**src/rtl/instruction_fetcher.sv**
```systemverilog
// instruction_fetcher: fetch stage issuing one valid/ready program memory read per FETCH.
// Optional direct-mapped instruction cache enabled by INSTRUCTION_FETCHER_CACHE_EN.
module instruction_fetcher #(
    parameter int PROGRAM_MEM_ADDR_BITS = 8,
    parameter int PROGRAM_MEM_DATA_BITS = 16,
    parameter int CACHE_ENTRIES = 4
) (
    input  logic                             clk,
    input  logic                             reset,
    input  logic [2:0]                       core_state,
    input  logic [PROGRAM_MEM_ADDR_BITS-1:0] current_pc,
    input  logic                             cache_invalidate,
    output logic                             mem_read_valid,
    output logic [PROGRAM_MEM_ADDR_BITS-1:0] mem_read_address,
    input  logic                             mem_read_ready,
    input  logic [PROGRAM_MEM_DATA_BITS-1:0] mem_read_data,
    output logic [2:0]                       fetcher_state,
    output logic [PROGRAM_MEM_DATA_BITS-1:0] instruction
);
    localparam int AW = PROGRAM_MEM_ADDR_BITS;
    localparam int DW = PROGRAM_MEM_DATA_BITS;
    localparam logic [2:0] CORE_FETCH = 3'b001;
    localparam logic [2:0] CORE_DECODE = 3'b010;
    typedef enum logic [2:0] {IDLE = 3'b000, FETCHING = 3'b001, FETCHED = 3'b010} state_t;
    state_t state_q, state_d;
    logic valid_q, valid_d;
    logic [AW-1:0] addr_q, addr_d;
    logic [DW-1:0] instr_q, instr_d;
    logic hit;
    logic [DW-1:0] hit_data;
    logic fill;
    assign fill = state_q == FETCHING && mem_read_ready;
`ifdef INSTRUCTION_FETCHER_CACHE_EN
    localparam int IW = $clog2(CACHE_ENTRIES);
    logic [AW-IW-1:0] tag_q [CACHE_ENTRIES];
    logic [DW-1:0] data_q [CACHE_ENTRIES];
    logic [CACHE_ENTRIES-1:0] vld_q, vld_d;
    logic [IW-1:0] lk_idx, fill_idx;
    assign lk_idx = current_pc[IW-1:0];
    assign fill_idx = addr_q[IW-1:0];
    assign hit = vld_q[lk_idx] && tag_q[lk_idx] == current_pc[AW-1:IW];
    assign hit_data = data_q[lk_idx];
    // invalidate overrides a same-edge fill so the filled entry stays invalid
    assign vld_d = cache_invalidate ? '0 : fill ? vld_q | (CACHE_ENTRIES'(1) << fill_idx) : vld_q;
    always_ff @(posedge clk) begin
        vld_q <= reset ? '0 : vld_d;
        if (fill) begin
            tag_q[fill_idx] <= addr_q[AW-1:IW];
            data_q[fill_idx] <= mem_read_data;
        end
    end
`else
    localparam int UNUSED_ENTRIES = CACHE_ENTRIES;
    logic unused_inv;
    assign unused_inv = cache_invalidate;
    assign hit = 1'b0;
    assign hit_data = '0;
`endif
    always_comb begin
        state_d = state_q;
        valid_d = valid_q;
        addr_d = addr_q;
        instr_d = instr_q;
        case (state_q)
            IDLE: if (core_state == CORE_FETCH) begin
                state_d = hit ? FETCHED : FETCHING;
                valid_d = !hit;
                addr_d = hit ? addr_q : current_pc;
                instr_d = hit ? hit_data : instr_q;
            end
            FETCHING: if (fill) begin
                state_d = FETCHED;
                valid_d = 1'b0;
                instr_d = mem_read_data;
            end
            FETCHED: if (core_state == CORE_DECODE) state_d = IDLE;
            default: state_d = IDLE;
        endcase
    end
    always_ff @(posedge clk) begin
        if (reset) begin
            state_q <= IDLE;
            valid_q <= 1'b0;
            addr_q <= '0;
            instr_q <= '0;
        end else begin
            state_q <= state_d;
            valid_q <= valid_d;
            addr_q <= addr_d;
            instr_q <= instr_d;
        end
    end
    assign fetcher_state = state_q;
    assign mem_read_valid = valid_q;
    assign mem_read_address = addr_q;
    assign instruction = instr_q;
endmodule

```
**config.mk**
```make
export PLATFORM = sky130hd
export DESIGN_NAME = instruction_fetcher
export DESIGN_NICKNAME = d
export VERILOG_FILES = /design/src/rtl/instruction_fetcher.sv
export SDC_FILE = /design/constraint.sdc
export NUM_CORES = 1
export LEC_CHECK = 0
export CAP_MARGIN = 25
export CORE_MARGIN = 3
export CORE_UTILIZATION = 37
export DETAILED_ROUTE_END_ITERATION = 10
export PLACE_DENSITY = 0.85
export REMOVE_ABC_BUFFERS = 1
export SETUP_SLACK_MARGIN = 0.4
export SLEW_MARGIN = 30
export SYNTH_ARGS = -nofsm -noshare
export SYNTH_HDL_FRONTEND = slang
export SYNTH_SLANG_ARGS = --single-unit
```
**constraint.sdc**
```tcl
create_clock -name clk -period 1.6 [get_ports clk]
set_input_delay 0.16 -clock clk [delete_from_list [all_inputs] [get_ports clk]]
set_output_delay 0.16 -clock clk [all_outputs]
set_load 0.005 [all_outputs]
```
==> metrics <==
Critical Path Start fetcher_state[1]$_SDFFE_PP0P_; Unique masters post-synth 18; ys flop type dfxtp_1; met3 Use GR 6.75%; Port Buffers 56; Final Non-Filler Cells 213; synth-to-layout area growth 64.2%; DRT Pass-1 Iters 4; TritonCTS Buffers 3; adder-cell share of the synthesized area 0%; total power 0.00116 W; Worst Hold Class input port to flip-flop; worst-case clock buffer depth 2; Post-DP HPWL 2000 um; Post-synth top cells nand2_1 (33), dfxtp_1 (27), a21oi_1 (18), nand2b_1 (17), mux2i_1 (8); largest net degree at the start of global routing 26; Die Area 3560 um^2; gr ovfl total 0; Crit-path slowest cell or4_4; Chip Height 59.6 um; cells after synthesis 120; share of cells above drive strength 1 23.5%; Seq cells post-synth 27; met1 Resource Use GR 15.3%; clk sinks 27; wire length per cell 12.7 um; area of the multi-input gates 499 um^2; met2 Track Usage GR 28.9%; Post-Synthesis Cell Area 1060 um^2; RSZ-0062 raised after global routing yes; routability cong. 0.664; chip width 59.6 um; Final #Nets 215; Worst Path Class, Setup flip-flop to flip-flop; max-cap viol count 0; R2R Setup Slk 320 ps; Area contributors post-synth dfxtp_1 (51%), nand2_1 (12%), nand2b_1 (10%); Ys Warns 0; post-synth top area share 50.8%; fin crit share 80.0%; crit path max fanout 6; design area 1750 um^2; Via Count 1011; Top Ports 59; Residual DRC 0; global route hottest layer met2; worst r2r dst fetcher_state[0]$_SDFFE_PP0P_; most common cell in the netlist nand2_1; total power divided by cell area 666 nW/um^2; Critical Path Source Type flip-flop; sequential share of the synthesized area 50.8%; syn avg cell area 8.87 um^2; post-synthesis compound-gate area fraction 10.1%; Hold Fails Final Rpt 0; Cells after DPL 204; largest family of logic cells by synthesized area simple AND/OR/NAND/NOR gates; setup_tns 0 ps; first-pass GRT wire length 4160 um; CP Capture Type flip-flop; fin. max-slew vios 0; vias in the first global route 990; Largest stage delay, worst path 540 ps; number of synthesized flops with an enable pin 0; Initial Util 40.8%; H-tree depth 1; cell taking the most area after synthesis dfxtp_1; Setup Viol. Count Final 0; total track usage 15.7%; peak supply drop 434 uV; Worst-path clk slew 140 ps; Pleak 0.744 nW; crit path capture fetcher_state[0]$_SDFFE_PP0P_; root buf cell clkbuf_4; fillers 233; post-synthesis simple-gate area fraction 27.8%; Critical R2R Launch fetcher_state[1]$_SDFFE_PP0P_; worst clock skew 4.51 ps; Post-Synth XOR/XNOR Area 0%; Area after DPL 1660 um^2; fin util 66.9%; initial antenna violation count 0; register area 576 um^2; R2R cell count 3; post-synthesis mux area share 7.52%; Critical Path AT 1530 ps; CP required 1850 ps; total wire length 2710 um; Clk Latency, worst-skew pair 320 ps; CTS tree yes; min cycle time layout 1280 ps; Fmax achieved 0.781 GHz; row count 18; vias per cell 4.75; Starting DRT DRC Count 18; Routed Antenna Nets 0; Post-synth ARST share 0%; Antenna diodes 0; status finished, final reports clean; total core area 2610 um^2; Cell Chain, Critical Path buf_6 > or4_4 > a211oi_2
## worst min-delay path by stage
stage	cells after the start	to	slack (ps)	startpoint
2_1_floorplan	1	instruction[0]$_SDFFE_PP0P_	230	reset
3_3_place_gp	2	instruction[12]$_SDFFE_PP0P_	440	instruction[12]$_SDFFE_PP0P_
3_5_place_dp	2	instruction[1]$_SDFFE_PP0P_	450	instruction[1]$_SDFFE_PP0P_
4_1_cts	3	instruction[3]$_SDFFE_PP0P_	350	mem_read_data[3]
5_1_grt	3	instruction[15]$_SDFFE_PP0P_	340	mem_read_data[15]
6_report	3	instruction[5]$_SDFFE_PP0P_	360	mem_read_data[5]
## metrics by stage
stage               setup slack (ps)  hold WS, ps
finish                           320          363
global route                     288          335
CTS                              297          349
detailed placement              79.4          448
global placement                 146          441
floorplan                        374          229
## per-layer routing
layer / up-vias / part of all wire, %
met5: - / 0
met4: 0 / 1.3
met3: 4 / 11
met2: 40 / 51
met1: 451 / 37
li1: 516 / -
## logic make-up (layout without fill, tap and decap cells)
| kind of cell | Yosys count | in the layout |
|---|---|---|
| other cells | 1 | 1 |
| mux | 8 | 8 |
| simple gates | 57 | 57 |
| compound gates | 20 | 20 |
| buf+inv | 7 | 70 |
| flops | 27 | 27 |
## flip-flops by register name, indices dropped and copies added (netlist names)
register          count
mem_read_address      8
mem_read_valid        1
instruction          16
fetcher_state         2
## area by class of cell
type | instances | share of cell area, %
Timing Repair Buffer | 66 | 34.9
Multi-Input combinational cell | 86 | 28.6
Tap cell | 30 | 2.15
Sequential cell | 27 | 32.9
Clock buffer | 4 | 1.50
## what timing repair did
| action | in CTS | in global routing |
|---|---|---|
| buffers inserted | 4 | 1 |
| gates resized for setup | 55 | 6 |
| hold endpoints to repair | 0 | 0 |
| pin swaps | 0 | 1 |
| hold buffers | 0 | 0 |
| setup endpoints to repair | 44 | 28 |
## placed cells by master, fill, tap and decap left out
cell             count
buf_6                3
or2b_1               1
clkdlybuf4s50_1     29
or3b_1               1
a21oi_1             18
nand2_1             33
and3b_4              1
mux2i_1              8
dlygate4sd2_1       26
a211oi_2             1
conb_1               1
o21ba_2              1
dfxtp_4              2
clkbuf_1             1
dfxtp_1              3
nor2_1               1
clkbuf_4             3
nand2b_1            17
or4_4                1
nor4_4               1
clkbuf_2             1
buf_4                7
nand3b_1             1
dfxtp_2             22
## worst max-delay path, delay by kind of cell, from the launching register on
family / cells / cell delay, ps
buf+inv: 1 / 120
flops: 1 / 370
compound gates: 1 / 180
simple gates: 1 / 540
## report_power, final
part           switching (W)  total (W)  internal (W)  leakage [nW]
Sequential        0.00000815   0.000697      0.000689         0.231
Combinational      0.0000601   0.000176      0.000116         0.498
Clock               0.000193   0.000290     0.0000978        0.0150
(Power assumes the default switching activity.)
